===== config.mk =====
export PLATFORM = sky130hd
export DESIGN_NAME = vc_dest_arbiter_flat
export DESIGN_NICKNAME = d
export VERILOG_FILES = /design/src/rtl/vc_arb_pkg.sv /design/src/rtl/vc_dest_arbiter_if.sv /design/src/rtl/vc_grant.sv /design/src/rtl/vc_dest_arbiter.sv /design/src/flat_wrapper.sv
export SDC_FILE = /design/constraint.sdc
export NUM_CORES = 1
export LEC_CHECK = 0
export CORE_MARGIN = 10
export CORE_UTILIZATION = 39
export CTS_BUF_LIST = sky130_fd_sc_hd__clkbuf_4 sky130_fd_sc_hd__clkbuf_8
export DETAILED_ROUTE_END_ITERATION = 16
export PLACE_DENSITY = 0.85
export SLEW_MARGIN = 15
export SYNTH_ARGS = -nofsm -noshare
export SYNTH_HDL_FRONTEND = slang
export SYNTH_SLANG_ARGS = --single-unit
export TNS_END_PERCENT = 100

===== constraint.sdc =====
create_clock -name clk -period 1.9 [get_ports clk]
set_input_delay 0.38 -clock clk [delete_from_list [all_inputs] [get_ports clk]]
set_output_delay 0.38 -clock clk [all_outputs]
set_load 0.05 [all_outputs]

===== src/rtl/vc_arb_pkg.sv =====
// vc_arb_pkg: shared definitions for the VC-to-destination arbiter.
//   - state_t: FSM state encoding (RESET=0 .. ERROR=4), visible on the
//     arbiter's `state` port.
//   - Default word width, routing-bit index and threshold reset values.
// No ports (package).
package vc_arb_pkg;

  typedef enum logic [2:0] {
    ST_RESET  = 3'd0,
    ST_INIT   = 3'd1,
    ST_IDLE   = 3'd2,
    ST_ACTIVE = 3'd3,
    ST_ERROR  = 3'd4
  } state_t;

  localparam int DATA_SIZE_DEFAULT = 6;
  localparam int DEST_BIT_DEFAULT  = 4;
  localparam int AF_DEFAULT_VAL    = 3;
  localparam int AE_DEFAULT_VAL    = 1;

endpackage


===== src/rtl/vc_dest_arbiter_if.sv =====
// vc_dest_arbiter_if: FIFO-facing bus of the arbiter.
//   VC side : vc0/vc1_empty, vc0/vc1_data (FWFT heads), pop_vc0/pop_vc1
//   Dest side: pause_d0/pause_d1, push_d0/push_d1, data_d0/data_d1
// Modports:
//   master - the arbiter (drives pops, pushes and push data)
//   slave  - the FIFO side (drives empties, heads and pause flags)
interface vc_dest_arbiter_if #(
  parameter int DATA_SIZE = vc_arb_pkg::DATA_SIZE_DEFAULT
);
  logic                 vc0_empty;
  logic                 vc1_empty;
  logic [DATA_SIZE-1:0] vc0_data;
  logic [DATA_SIZE-1:0] vc1_data;
  logic                 pop_vc0;
  logic                 pop_vc1;
  logic                 pause_d0;
  logic                 pause_d1;
  logic                 push_d0;
  logic                 push_d1;
  logic [DATA_SIZE-1:0] data_d0;
  logic [DATA_SIZE-1:0] data_d1;

  modport master (
    input  vc0_empty, vc1_empty, vc0_data, vc1_data, pause_d0, pause_d1,
    output pop_vc0, pop_vc1, push_d0, push_d1, data_d0, data_d1
  );

  modport slave (
    output vc0_empty, vc1_empty, vc0_data, vc1_data, pause_d0, pause_d1,
    input  pop_vc0, pop_vc1, push_d0, push_d1, data_d0, data_d1
  );
endinterface


===== src/rtl/vc_grant.sv =====
// vc_grant: pure combinational grant between the two VCs.
//   elig[1:0]  in  : per-VC eligibility (bit0 = vc0, bit1 = vc1)
//   last_vc1   in  : 1 when the most recent grant went to vc1
//   grant[1:0] out : one-hot grant, 0 when nothing is eligible
// Build option ARB_ROUND_ROBIN_EN: alternate on contention; otherwise
// vc0 has strict priority.
module vc_grant (
  input  logic [1:0] elig,
  input  logic       last_vc1,
  output logic [1:0] grant
);

`ifdef ARB_ROUND_ROBIN_EN
  always_comb begin
    grant = 2'b00;
    if (elig == 2'b11) begin
      // Contention: favour whichever VC did not win last time.
      grant = last_vc1 ? 2'b01 : 2'b10;
    end else begin
      grant = elig;
    end
  end
`else
  logic unused_last_vc1;
  assign unused_last_vc1 = last_vc1;

  always_comb begin
    grant = 2'b00;
    if (elig[0]) begin
      grant = 2'b01;
    end else if (elig[1]) begin
      grant = 2'b10;
    end
  end
`endif

endmodule


===== src/rtl/vc_dest_arbiter.sv =====
// vc_dest_arbiter: pops one word per cycle from an eligible VC FIFO and
// pushes it, one cycle later, into the destination FIFO chosen by the
// word's DEST_BIT. Thresholds for the destination FIFOs are latched while
// in INIT; any reported FIFO error parks the FSM in ERROR until reset.
// Ports:
//   clk, reset_L (sync, active low), init
//   umbral_af, umbral_ae : thresholds loaded during INIT
//   error_in             : OR of all FIFO error flags
//   bus (master)         : VC pops/heads, destination pushes/data/pause
//   afD_o, aeD_o         : latched thresholds
//   state, idle          : FSM state and quiescent flag
//   pkt_count            : forwarded word count, wraps at 256
// Build option ARB_ROUND_ROBIN_EN selects round-robin arbitration in vc_grant.
module vc_dest_arbiter
  import vc_arb_pkg::*;
#(
  parameter int DATA_SIZE  = DATA_SIZE_DEFAULT,
  parameter int DEST_BIT   = DEST_BIT_DEFAULT,
  parameter int AF_DEFAULT = AF_DEFAULT_VAL,
  parameter int AE_DEFAULT = AE_DEFAULT_VAL
) (
  input  logic                 clk,
  input  logic                 reset_L,
  input  logic                 init,
  input  logic [DATA_SIZE-1:0] umbral_af,
  input  logic [DATA_SIZE-1:0] umbral_ae,
  input  logic                 error_in,
  vc_dest_arbiter_if.master    bus,
  output logic [DATA_SIZE-1:0] afD_o,
  output logic [DATA_SIZE-1:0] aeD_o,
  output logic [2:0]           state,
  output logic                 idle,
  output logic [7:0]           pkt_count
);

  state_t               state_reg, state_next;
  logic [DATA_SIZE-1:0] vc_data [2];
  logic [1:0]           vc_empty;
  logic [1:0]           pause;
  logic [1:0]           elig;
  logic [1:0]           grant;
  logic                 pop_en;
  logic                 pop_any;
  logic [DATA_SIZE-1:0] pop_word;
  logic                 pop_dest;
  logic                 last_vc1_reg;
  logic                 push_d0_reg, push_d1_reg;
  logic [DATA_SIZE-1:0] data_d0_reg, data_d1_reg;
  logic [DATA_SIZE-1:0] afd_reg, aed_reg;
  logic [7:0]           pkt_count_reg;

  assign vc_data[0] = bus.vc0_data;
  assign vc_data[1] = bus.vc1_data;
  assign vc_empty   = {bus.vc1_empty, bus.vc0_empty};
  assign pause      = {bus.pause_d1, bus.pause_d0};

  // A VC is eligible when it has a word whose destination is not paused.
  for (genvar gi = 0; gi < 2; gi++) begin : g_elig
    assign elig[gi] = !vc_empty[gi] && !pause[vc_data[gi][DEST_BIT]];
  end

  // reset_L gates pops so no word is lost while the pipeline is being cleared.
  assign pop_en = reset_L && !error_in &&
                  (state_reg == ST_IDLE || state_reg == ST_ACTIVE);

  vc_grant u_grant (
    .elig     (elig & {2{pop_en}}),
    .last_vc1 (last_vc1_reg),
    .grant    (grant)
  );

  assign pop_any  = |grant;
  assign pop_word = grant[1] ? vc_data[1] : vc_data[0];
  assign pop_dest = pop_word[DEST_BIT];

  always_comb begin
    state_next = state_reg;
    case (state_reg)
      ST_RESET:  state_next = ST_INIT;
      ST_INIT: begin
        if (error_in)      state_next = ST_ERROR;
        else if (!init)    state_next = ST_IDLE;
      end
      ST_IDLE: begin
        if (error_in)      state_next = ST_ERROR;
        else if (init)     state_next = ST_INIT;
        else if (pop_any)  state_next = ST_ACTIVE;
      end
      ST_ACTIVE: begin
        if (error_in)                           state_next = ST_ERROR;
        else if (!pop_any && vc_empty == 2'b11) state_next = ST_IDLE;
      end
      ST_ERROR:  state_next = ST_ERROR;
      default:   state_next = ST_RESET;
    endcase
  end

  always_ff @(posedge clk) begin
    if (!reset_L) begin
      state_reg     <= ST_RESET;
      push_d0_reg   <= 1'b0;
      push_d1_reg   <= 1'b0;
      data_d0_reg   <= '0;
      data_d1_reg   <= '0;
      afd_reg       <= DATA_SIZE'(AF_DEFAULT);
      aed_reg       <= DATA_SIZE'(AE_DEFAULT);
      last_vc1_reg  <= 1'b1;
      pkt_count_reg <= 8'd0;
    end else begin
      state_reg   <= state_next;
      push_d0_reg <= pop_any && !pop_dest;
      push_d1_reg <= pop_any && pop_dest;
      if (pop_any && !pop_dest) data_d0_reg <= pop_word;
      if (pop_any && pop_dest)  data_d1_reg <= pop_word;
      // The count moves with the push register, so it already includes
      // the push being presented this cycle.
      if (pop_any) begin
        pkt_count_reg <= pkt_count_reg + 8'd1;
        last_vc1_reg  <= grant[1];
      end
      if (state_reg == ST_INIT) begin
        afd_reg <= umbral_af;
        aed_reg <= umbral_ae;
      end
    end
  end

  assign bus.pop_vc0 = grant[0];
  assign bus.pop_vc1 = grant[1];
  assign bus.push_d0 = push_d0_reg;
  assign bus.push_d1 = push_d1_reg;
  assign bus.data_d0 = data_d0_reg;
  assign bus.data_d1 = data_d1_reg;
  assign afD_o       = afd_reg;
  assign aeD_o       = aed_reg;
  assign state       = state_reg;
  assign idle        = (state_reg == ST_IDLE) && !push_d0_reg && !push_d1_reg;
  assign pkt_count   = pkt_count_reg;

endmodule

===== src/flat_wrapper.sv =====
// flat-port wrapper written by rule: the top's interface ports become plain ports
module vc_dest_arbiter_flat import vc_arb_pkg::*;
#(
  parameter int DATA_SIZE  = DATA_SIZE_DEFAULT,
  parameter int DEST_BIT   = DEST_BIT_DEFAULT,
  parameter int AF_DEFAULT = AF_DEFAULT_VAL,
  parameter int AE_DEFAULT = AE_DEFAULT_VAL
)
  (clk, reset_L, init, umbral_af, umbral_ae, error_in, afD_o, aeD_o, state, idle, pkt_count, bus_vc0_empty, bus_vc1_empty, bus_vc0_data, bus_vc1_data, bus_pause_d0, bus_pause_d1, bus_pop_vc0, bus_pop_vc1, bus_push_d0, bus_push_d1, bus_data_d0, bus_data_d1);
  vc_dest_arbiter_if #(.DATA_SIZE(DATA_SIZE)) bus_i ();
  input  logic clk;
  input  logic reset_L;
  input  logic init;
  input  logic [DATA_SIZE-1:0] umbral_af;
  input  logic [DATA_SIZE-1:0] umbral_ae;
  input  logic error_in;
  output logic [DATA_SIZE-1:0] afD_o;
  output logic [DATA_SIZE-1:0] aeD_o;
  output logic [2:0] state;
  output logic idle;
  output logic [7:0] pkt_count;
  input wire logic [$bits(bus_i.vc0_empty)-1:0] bus_vc0_empty;
  input wire logic [$bits(bus_i.vc1_empty)-1:0] bus_vc1_empty;
  input wire logic [$bits(bus_i.vc0_data)-1:0] bus_vc0_data;
  input wire logic [$bits(bus_i.vc1_data)-1:0] bus_vc1_data;
  input wire logic [$bits(bus_i.pause_d0)-1:0] bus_pause_d0;
  input wire logic [$bits(bus_i.pause_d1)-1:0] bus_pause_d1;
  output wire logic [$bits(bus_i.pop_vc0)-1:0] bus_pop_vc0;
  output wire logic [$bits(bus_i.pop_vc1)-1:0] bus_pop_vc1;
  output wire logic [$bits(bus_i.push_d0)-1:0] bus_push_d0;
  output wire logic [$bits(bus_i.push_d1)-1:0] bus_push_d1;
  output wire logic [$bits(bus_i.data_d0)-1:0] bus_data_d0;
  output wire logic [$bits(bus_i.data_d1)-1:0] bus_data_d1;
  assign bus_i.vc0_empty = bus_vc0_empty;
  assign bus_i.vc1_empty = bus_vc1_empty;
  assign bus_i.vc0_data = bus_vc0_data;
  assign bus_i.vc1_data = bus_vc1_data;
  assign bus_i.pause_d0 = bus_pause_d0;
  assign bus_i.pause_d1 = bus_pause_d1;
  assign bus_pop_vc0 = bus_i.pop_vc0;
  assign bus_pop_vc1 = bus_i.pop_vc1;
  assign bus_push_d0 = bus_i.push_d0;
  assign bus_push_d1 = bus_i.push_d1;
  assign bus_data_d0 = bus_i.data_d0;
  assign bus_data_d1 = bus_i.data_d1;
  vc_dest_arbiter #(.DATA_SIZE(DATA_SIZE), .DEST_BIT(DEST_BIT), .AF_DEFAULT(AF_DEFAULT), .AE_DEFAULT(AE_DEFAULT)) u_core (.clk(clk), .reset_L(reset_L), .init(init), .umbral_af(umbral_af), .umbral_ae(umbral_ae), .error_in(error_in), .bus(bus_i), .afD_o(afD_o), .aeD_o(aeD_o), .state(state), .idle(idle), .pkt_count(pkt_count));
endmodule

==> impl_results.md, run 1 <==
* Max-cap violations at 0
* Synth Area per Inst at 8.36 um2
* Startpoint types: register
* First drt pass iteration count at 4
* Clock-pin slew on the worst setup and hold paths at 0.07 ns
* Compound-Gate Fraction of Synth Area at 0.237
* Final WL at 4640 um
* Worst slew pin tran at 0.520 ns
* CTS sink count at 37
* Netlist cell types at 37
* Commonest register cell after synthesis: dfxtp_1
* Critical setup path kind: register to primary output
* Hold Path Class: register to register
* Post-Synthesis Cells at 186
* Hold endpoint: u_core.bus.data_d0[4]
* Number of buffers created by CTS at 5
* R2R Path Start: u_core.pkt_count[2]
* Most frequent cells in the layout: nand2_1 (41), clkdlybuf4s50_1 (41), buf_4 (36), dfxtp_1 (36), a21oi_1 (14)
* PnR Total Power at 2.06 mW
* Post-DP Area at 2430 um2
* Synth warn at 0
* Endpoints failing setup at 0
* Clock Skews at 0.00525 ns
* Pleak at 1.04 nW
* Simple-gate area share of the yosys netlist at 0.236
* Chip width at 83.2 um
* First-pass GRT wire length at 7970 um
* Mux share of post-synthesis cell area at 0.00644
* Final Instance Area at 2560 um2
* Crit end category: primary output
* Slowest Stage Delay on Critical Path at 0.81 ns
* Rows at 22
* Antenna violations before repair at 0
* Post-Synth XOR/XNOR Area at 0.00563
* Cells along the critical path: clkdlybuf4s50_1
* Nets@finish at 307
* Clk Tree Root Cell: clkbuf_8
* Vias at 1635
* Port bufs at 71
* Syn_nets at 219
* Die Y-Extent at 83.2 um
* CTS tree: done
* Final min period at 1.83 ns
* Die area at 6910 um2
* CP delay by family, top: buffers and inverters
* Detailed router's first-iteration violation count at 80
* Crit path required time at 1.52 ns
* DP HPWL at 3640 um
* I/O pin cnt at 72
* RR Endpoint: u_core.pkt_count[7]
* Slowest CP cell: clkdlybuf4s50_1
* Buffers plus inverters on the worst setup path at 1
* Core Region at 3770 um2
* Overflow left after global routing at 0
* Worst IR drop on VDD at 518 uV
* Setup_tns at 0 ns
* ANT cells at 0
* WHS at 0.439 ns
* CP max FO at 2
* Final Slew Violations at 0
* # hold bufs at CTS at 0
* Sequential fraction of the synthesis area at 0.476
* Post-route ant nets at 0
* DRC at 0
* Share of cells above drive strength 1 at 0.200
* Worst-skew pair later-pin latency at 0.29 ns
* # fillers at 312
* Power Density at 803 nW/um2
* H-tree Lvls at 2
* Worst path arrival time at 1.45 ns
* Min-delay src: u_core.bus.data_d0[4]
* Status: completed
* Final hold vios at 0
* Fin crit share at 0.963
* #FFs+latches synth at 37
* Synth Area in Adders at 0.00805
* Worst R2R Setup Slack at 0.34 ns
* Final Non-Filler Cells at 323
* Post-synth EDFFs at 0
* R2R cell count at 4
* Post-Syn Area at 1560 um2
* Ys async rst share at 0
* Placed instance count at 315
* P&R area growth vs syn at 64.6%
* Overall routing resource usage at 0.136
* Vias in the first global route at 1648
* DR vias/cell at 5.06
* Largest net degree at the start of global routing at 22
* Longest Clk Path Bufs at 2
* Max Fclk at 546 MHz
* WL/cell at 14.4 um
* Largest family of logic cells by synthesized area: compound AO/OA/AOI/OAI gates
* Starting Density at 0.412
* Largest register FFs at 8
* RSZ-0062 raised after global routing: no
* GPL Wtd Cong at 0.782
* Relative slew slack at 0.653
* Min-Delay Path Depth at 2
per-stage QoR:
step | worst slack [ns] | utilization
after global placement | -0.206 | 0.644
final | 0.0697 | 0.679
after CTS | 0.0244 | 0.678
after detailed placement | -0.224 | 0.644
after floorplan | 0.00300 | -
after global routing | 0.00953 | 0.679
logic make-up after synthesis:
group | after synthesis
AOI/OAI and AO/OA | 56
xor gates and xnor gates | 1
adders and majority gates | 1
buffers and inverters | 12
DFF | 37
muxes | 1
and+or+nand+nor | 78
Yosys cell counts, drive strengths merged (2+ instances only):
master | n | share of area
nor4 | 2 | 0.0080
o211ai | 2 | 0.0097
or4 | 2 | 0.0097
nor3 | 3 | 0.0097
nand3 | 7 | 0.023
o21ai | 13 | 0.042
a31oi | 10 | 0.040
inv | 4 | 0.0097
a21oi | 14 | 0.045
dfxtp | 37 | 0.48
nand2 | 42 | 0.10
o21a | 2 | 0.0097
nand2b | 3 | 0.012
buf | 3 | 0.0097
nor2 | 12 | 0.029
o31ai | 5 | 0.024
o21bai | 3 | 0.022
nor2b | 2 | 0.0080
clkbuf | 5 | 0.012
report_power, final:
group,switching [mW],internal (mW),leakage [nW]
logic,0.307,0.189,0.680
clock network,0.265,0.442,0.0619
registers,0.0333,0.821,0.301
total,0.605,1.45,1.04
area by class of cell:
| cell class | instances | area (um2) | area share |
|---|---|---|---|
| Inverter | 4 | 15.0 | 0.00587 |
| Clock buffer | 7 | 90.1 | 0.0352 |
| Multi-Input combinational cell | 137 | 798 | 0.312 |
| Sequential cell | 37 | 742 | 0.290 |
| Timing Repair Buffer | 89 | 825 | 0.322 |
| Tap cell | 48 | 60.1 | 0.0235 |
| Clock inverter | 1 | 30.0 | 0.0117 |
worst max path at each step:
stage	start	endpoint	cells past startpoint
floorplan	u_core.state[2]	bus_pop_vc1	4
global placement	error_in	bus_pop_vc1	6
detailed placement	error_in	bus_pop_vc1	6
CTS	u_core.afD_o[4]	afD_o[4]	1
global route	bus_pause_d0	bus_pop_vc1	6
finish	u_core.bus.data_d0[2]	bus_data_d0[2]	1
per-layer routing:
layer / up-vias / share of wire / global-route usage
met5: - / 0 / 0
met4: 0 / 0.0099 / 0.0508
met3: 4 / 0.075 / 0.0547
met2: 53 / 0.50 / 0.221
met1: 748 / 0.42 / 0.157
li1: 830 / - / -
what timing repair did:
item	4_1_cts	5_1_grt
resized for setup	11	2
gates cloned	0	0
endpoints found under the setup margin	2	2
pin swaps	4	0
setup buffers	0	0
No activity file was read; power rests on OpenSTA's default activity.
==> run 2: changes to the inputs <==
PLACE_DENSITY = 0.82   (was 0.85)
==> run 2 against run 1 <==
Compared with the run above: critical path depth up 5; die area unchanged; hold slack worse by 0.0025 ns; largest power group unchanged; maximum frequency down 1.6%; via count up 0.12%; final area down 2.4%; final cell count down 1.2%; clock power down 23%; clock skew about the same; non-clock buffer count down 4; highest routed layer unchanged; global-route usage down 0.21 points.
==> impl_results.md, run 2 (synthesis results as in run 1) <==
* CTS sink count at 37 (unchanged)
* Final WL at 4860 um (+4.7%)
* Port bufs at 71 (unchanged)
* DRC at 0 (unchanged)
* Most frequent cells in the layout: nand2_1 (41), clkdlybuf4s50_1 (37), buf_4 (36), dfxtp_1 (36), a21oi_1 (14)
* # hold bufs at CTS at 0 (unchanged)
* Sequential Power Share at 0.454 (+0.039)
* Pleak at 1.00 nW (-4.0%)
* Combinational share of power at 0.260 (+0.019)
* Crit end category: primary output
* Endpoints failing setup at 0 (unchanged)
* Worst IR drop on VDD at 719 uV (+39%)
* Multi-input gate area at 803 um2 (+0.63%)
* Min-delay src: u_core.bus.data_d0[4]
* Clock Skews at 0.00528 ns (+0.0000364 ns)
* PnR Total Power at 1.89 mW (-8.1%)
* R2R cell count at 5 (+1)
* Max-cap violations at 0 (unchanged)
* R2R Path Start: u_core.state[2]
* Final Slew Violations at 0 (unchanged)
* Clock Power Share at 0.287 (-0.057)
* Antenna violations before repair at 0 (unchanged)
* Final core occ at 0.662 (-0.0166)
* Startpoint types: input pin
* Final Non-Filler Cells at 319 (-1.2%)
* Max Fclk at 537 MHz (-1.6%)
* Clock-pin slew on the worst setup and hold paths at 0.07 ns (about the same)
* Vias at 1637 (+0.12%)
* Placed instance count at 310 (-1.6%)
* Psw at 0.598 mW (-1.2%)
* Pint at 1.29 mW (-11%)
* Commonest non-fill, non-tap cell in the layout: nand2_1
* Chip width at 83.2 um (unchanged)
* DP HPWL at 3800 um (+4.5%)
* Share of cells above drive strength 1 at 0.207 (+0.00664)
* Crit. Startpoint: bus_pause_d0
* RR Endpoint: u_core.pkt_count[7]
* Critical setup path kind: input pin to primary output
* Starting Density at 0.412 (unchanged)
* CP max FO at 5 (+3)
* DR vias/cell at 5.13 (+1.4%)
* Setup WS pre-CTS at -0.267 ns (-0.0432 ns)
* Post-route ant nets at 0 (unchanged)
* Hold Path Class: register to register
* Setup_tns at 0 ns (unchanged)
* Fin crit share at 0.979 (+0.0159)
* CTS tree: done
* Final hold vios at 0 (unchanged)
* Worst path arrival time at 1.48 ns (+0.03 ns)
* Status: completed
* Worst slew pin tran at 0.513 ns (-0.00753 ns)
* Worst R2R Setup Slack at 0.24 ns (-0.10 ns)
* Number of buffers created by CTS at 5 (unchanged)
* Net Sw Frac at 0.317 (+0.0221)
* Reg area at 744 um2 (+0.34%)
* Worst-skew pair later-pin latency at 0.28 ns (about the same)
* Largest net degree at the start of global routing at 22 (unchanged)
* Die area at 6910 um2 (unchanged)
* Detailed router's first-iteration violation count at 66 (-18%)
* Longest Clk Path Bufs at 2 (unchanged)
* I/O pin cnt at 72 (unchanged)
* Final min period at 1.86 ns (+0.0303 ns)
* Rows at 22 (unchanged)
* Largest register FFs at 8 (unchanged)
* Overflow left after global routing at 0 (unchanged)
* First drt pass iteration count at 4 (unchanged)
* Crit path required time at 1.52 ns (about the same)
* Relative slew slack at 0.657 (+0.00451)
* # fillers at 327 (+4.8%)
* Vias in the first global route at 1518 (-7.9%)
* GPL Wtd Cong at 0.832 (+6.3%)
* Die Y-Extent at 83.2 um (unchanged)
* First-pass GRT wire length at 7770 um (-2.5%)
* RSZ-0062 raised after global routing: yes
* Nets@finish at 303 (-1.3%)
* Power Density at 757 nW/um2 (-5.8%)
* Worst Slack Setup Final at 0.0394 ns (-0.0303 ns)
* WL/cell at 15.2 um (+6.0%)
* Core Region at 3770 um2 (unchanged)
* H-tree Lvls at 2 (unchanged)
* ANT cells at 0 (unchanged)
* P&R area growth vs syn at 60.6%
* Overall routing resource usage at 0.134 (-0.00212)
* Critical path capture point: bus_pop_vc1
* Clk Tree Root Cell: clkbuf_8
run 2: cell count changes in the layout (fill, tap and decap cells not counted), sizes merged:
| cell | delta |
|---|---|
| clkdlybuf4s50 | -4 |
| buf | +1 |
| bufinv | -1 |
| clkinvlp | +1 |
| dlymetal6s2s | -1 |
run 2: worst max-delay path, cell delays in order:
cell	delay (ns)
dlygate4sd2_1	0.29
nor2b_1	0.18
a2111oi_4	0.29
nand2_2	0.12
inv_2	0.09
buf_12	0.13
run 2: final cells by class:
type                       count  area share
sequential                    37       0.298
clock inverter                 1     0.00301
inverter                       4     0.00601
timing repair buffer          85       0.314
multi-input combinational    137       0.322
clock buffer                   7      0.0336
tap                           48      0.0240
run 2: power groups by stage:
stage / logic, mW / registers, mW / clock network [mW]
2_1_floorplan: 0.138 / 1.02 / 0
6_report: 0.491 / 0.857 / 0.542
3_3_place_gp: 0.491 / 0.871 / 0
5_1_grt: 0.527 / 0.863 / 0.597
4_1_cts: 0.496 / 0.857 / 0.563
3_5_place_dp: 0.497 / 0.875 / 0
run 2: metrics by stage:
| step | instance area [um2] | hold WS (ns) |
|---|---|---|
| after floorplan | 1570 | 0.452 |
| after CTS | 2490 | 0.436 |
| after global routing | 2500 | 0.472 |
| final | 2500 | 0.437 |
| after global placement | 2380 | 0.422 |
| after detailed placement | 2380 | 0.425 |
run 2: metal layers:
layer / up-vias / global-route usage / share of wire
li1: 824 / - / -
met1: 750 / 0.151 / 0.40
met2: 55 / 0.222 / 0.51
met3: 8 / 0.0459 / 0.059
met4: 0 / 0.0631 / 0.024
met5: - / 0 / 0
run 2: worst min path at each step:
stage / end / slack, ns / cells past startpoint
3_5_place_dp: u_core.bus.data_d0[4] / 0.42 / 2
4_1_cts: u_core.bus.data_d0[4] / 0.44 / 2
6_report: u_core.bus.data_d0[4] / 0.44 / 2
5_1_grt: u_core.bus.data_d0[4] / 0.47 / 2
3_3_place_gp: u_core.bus.data_d0[4] / 0.42 / 2
2_1_floorplan: u_core.state[1] / 0.45 / 1
run 2: repair_timing:
item | 4_1_cts | 5_1_grt
endpoints found under the setup margin | 2 | 1
setup buffers | 1 | 0
cloned | 0 | 0
gates resized for setup | 13 | 2
pin swaps | 5 | 1
==> run 3: changes to the inputs <==
ABC_AREA = 1   (was unset)
DONT_BUFFER_PORTS = 1   (was unset)
PLACE_DENSITY = 0.59   (was 0.82)
==> run 3 against run 2 <==
Compared with the run above: combinational power fell by 56%; setup slack improved by 0.093 ns; synthesized area rose by 17%; hold slack got worse by 0.24 ns; total power fell by 9.9%; critical endpoint unchanged; largest power group unchanged.
==> impl_results.md, run 3 <==
* Starting Density at 0.411 (-0.00165)
* Share of cells above drive strength 1 at 0.148 (-0.0584)
* #FFs+latches synth at 37 (unchanged)
* Slowest CP cell: dfxtp_1
* Max-cap violations at 0 (unchanged)
* Synth warn at 0 (unchanged)
* Ys async rst share at 0 (unchanged)
* Largest family of logic cells by synthesized area: simple AND/OR/NAND/NOR gates
* Post-route ant nets at 0 (unchanged)
* Power Density at 805 nW/um2 (+6.3%)
* Area leader, netlist: dfxtp_1
* Worst R2R Setup Slack at 0.30 ns (+0.06 ns)
* DP HPWL at 3580 um (-5.7%)
* P&R area growth vs syn at 15.9%
* WHS at 0.197 ns (-0.240 ns)
* Clock-pin slew on the worst setup and hold paths at 0.07 ns (about the same)
* Syn_nets at 304 (+39%)
* Post-Synthesis Cells at 271 (+46%)
* Most frequent cells in the layout: nand2_1 (77), inv_1 (52), dfxtp_1 (36)
* Final Slew Violations at 0 (unchanged)
* Vias in the first global route at 1525 (+0.46%)
* Min-Delay Path Depth at 1 (-1)
* R2R Path Start: u_core.state[2]
* Min-delay src: init
* Longest Clk Path Bufs at 2 (unchanged)
* Post-synth EDFFs at 0 (unchanged)
* # fillers at 470 (+44%)
* Die Y-Extent at 88.4 um (+6.3%)
* Relative slew slack at 0.629 (-0.0285)
* Chip width at 88.4 um (+6.3%)
* CTS sink count at 37 (unchanged)
* Simple-gate area share of the yosys netlist at 0.368 (+0.132)
* Commonest register cell after synthesis: dfxtp_1
* Status: completed
* CP delay by family, top: buffers and inverters
* Clock Skews at 0.00167 ns (-0.00362 ns)
* Worst slew pin tran at 0.556 ns (+0.0436 ns)
* DRC at 0 (unchanged)
* Final hold vios at 0 (unchanged)
* First drt pass iteration count at 4 (unchanged)
* Top cell type's share of synthesized area at 0.406 (-0.0705)
* Netlist cell types at 25 (-32%)
* Post-Syn Area at 1830 um2 (+17%)
* Mux share of post-synthesis cell area at 0 (-0.00644)
* Synth top area cells: dfxtp_1 (41%), nand2_1 (16%), inv_1 (11%), nand3_1 (5.5%), a21oi_1 (4.9%)
* Worst-skew pair later-pin latency at 0.27 ns (about the same)
* Most used cell, CP: inv_1
* # hold bufs at CTS at 0 (unchanged)
* Hold endpoint: u_core.state[1]
* I/O pin cnt at 72 (unchanged)
* Final WL at 4710 um (-3.0%)
* Hold Path Class: input pin to register
* Worst IR drop on VDD at 482 uV (-33%)
* Synth Area per Inst at 6.74 um2 (-19%)
* H-tree Lvls at 2 (unchanged)
* WL/cell at 13.8 um (-9.5%)
* Core Region at 4440 um2 (+18%)
* Fin crit share at 0.930 (-0.0488)
* Startpoint types: register
* Cells along the critical path: inv_1, nand2_2, nor2_8, nand3_4, inv_1, buf_12
* Critical setup path kind: register to primary output
* Buffers plus inverters on the worst setup path at 3 (unchanged)
* Die area at 7820 um2 (+13%)
* Most frequent cell after synthesis: nand2_1
* Clk Tree Root Cell: clkbuf_8
* Crit path required time at 1.52 ns (about the same)
* Vias at 1628 (-0.55%)
* Largest register FFs at 8 (unchanged)
* Synth top cells by count: nand2_1 (78), inv_1 (52), dfxtp_1 (37), nor2_1 (21), nand3_1 (20)
* Final Instance Area at 2120 um2 (-15%)
* Antenna violations before repair at 0 (unchanged)
* GPL Wtd Cong at 0.774 (-7.0%)
* Overall routing resource usage at 0.115 (-0.0192)
* Commonest non-fill, non-tap cell in the layout: nand2_1
* CTS tree: done
* Port bufs at 0 (-100%)
* Overflow left after global routing at 0 (unchanged)
* CP max FO at 8 (+3)
* Final min period at 1.77 ns (-0.0928 ns)
* DR vias/cell at 4.76 (-7.2%)
* Pleak at 1.03 nW (+3.3%)
* Sequential fraction of the synthesis area at 0.406 (-0.0705)
* ANT cells at 0 (unchanged)
* Synth Area in Adders at 0.00685 (-0.00119)
* RSZ-0062 raised after global routing: no
* Max Fclk at 566 MHz (+5.2%)
* Slowest Stage Delay on Critical Path at 0.34 ns (+0.05 ns)
* Nets@finish at 323 (+6.6%)
* Compound-Gate Fraction of Synth Area at 0.0802 (-0.156)
* Rows at 24 (+9.1%)
* Largest net degree at the start of global routing at 27 (+23%)
* Post-DP Area at 2000 um2 (-16%)
* Number of buffers created by CTS at 5 (unchanged)
* RR Endpoint: u_core.state[0]
* Crit end category: primary output
* R2R cell count at 10 (+5)
* Setup_tns at 0 ns (unchanged)
* Detailed router's first-iteration violation count at 69 (+4.5%)
* Post-Synth XOR/XNOR Area at 0.00960 (+0.00396)
* First-pass GRT wire length at 7160 um (-7.8%)
* Endpoints failing setup at 0 (unchanged)
* Worst path arrival time at 1.39 ns (-0.09 ns)
-- run 3: cell types whose count changed in the layout (fill, tap and decap cells not counted), sizes merged, moves of 4 or more --
cell / before / now
nand3: 7 / 22
o31ai: 5 / 0
buf: 40 / 19
clkdlybuf4s50: 37 / 0
dlygate4sd2: 7 / 0
nand2: 42 / 86
nor2: 12 / 23
o21ai: 13 / 7
nand4: 0 / 10
inv: 4 / 52
a21oi: 14 / 18
a31oi: 10 / 1
-- run 3: what timing repair did --
action,in CTS,in global routing
setup buffers,0,3
setup endpoints to repair,0,1
gates resized for setup,0,1
-- run 3: final cells by class --
| class | instances | area, um2 | share of cell area |
|---|---|---|---|
| Timing Repair Buffer | 19 | 168 | 0.0792 |
| Multi-Input combinational cell | 175 | 856 | 0.404 |
| Sequential cell | 37 | 742 | 0.351 |
| Clock buffer | 7 | 90.1 | 0.0426 |
| Inverter | 52 | 195 | 0.0923 |
| Tap cell | 52 | 65.1 | 0.0308 |
-- run 3: where the power goes --
part / switching, mW / total (mW) / internal [mW]
Clock: 0.246 / 0.547 / 0.302
Sequential: 0.126 / 0.938 / 0.812
Combinational: 0.149 / 0.217 / 0.0682
-- run 3: worst max-delay path by stage --
stage | from | to | slack [ns] | depth (start not counted)
after global placement | error_in | u_core.state[0] | 0.31 | 9
after CTS | u_core.state[2] | bus_pop_vc1 | 0.05 | 6
after floorplan | u_core.state[2] | bus_pop_vc1 | 0.13 | 5
after detailed placement | error_in | u_core.state[0] | 0.30 | 9
final | u_core.state[2] | bus_pop_vc1 | 0.13 | 6
after global routing | u_core.state[2] | bus_pop_vc1 | 0.03 | 6
-- run 3: cell families after synthesis --
logic type               Yosys count
AO/OA/AOI/OAI                     28
XOR/XNOR                           2
adder cells (fa/ha/maj)            1
buffers and inverters             59
flip-flops                        37
AND/OR/NAND/NOR                  144
-- run 3: per-layer routing --
layer	share of wire	global-route usage	wire, um	up-vias
li1	-	-	-	874
met4	0.0049	0.0250	23	0
met2	0.49	0.196	2300	44
met5	0	0	0	-
met1	0.41	0.127	1930	706
met3	0.097	0.0570	457	4
-- run 3: per-stage QoR --
| stage | power, mW | util | std cells | worst slack [ns] |
|---|---|---|---|---|
| after floorplan | 1.12 | - | 271 | 0.126 |
| after global placement | 1.17 | 0.450 | 332 | 0.308 |
| after detailed placement | 1.17 | 0.450 | 332 | 0.297 |
| after CTS | 1.73 | 0.470 | 339 | 0.0466 |
| after global routing | 1.80 | 0.476 | 342 | 0.0314 |
| final | 1.70 | 0.476 | 342 | 0.132 |
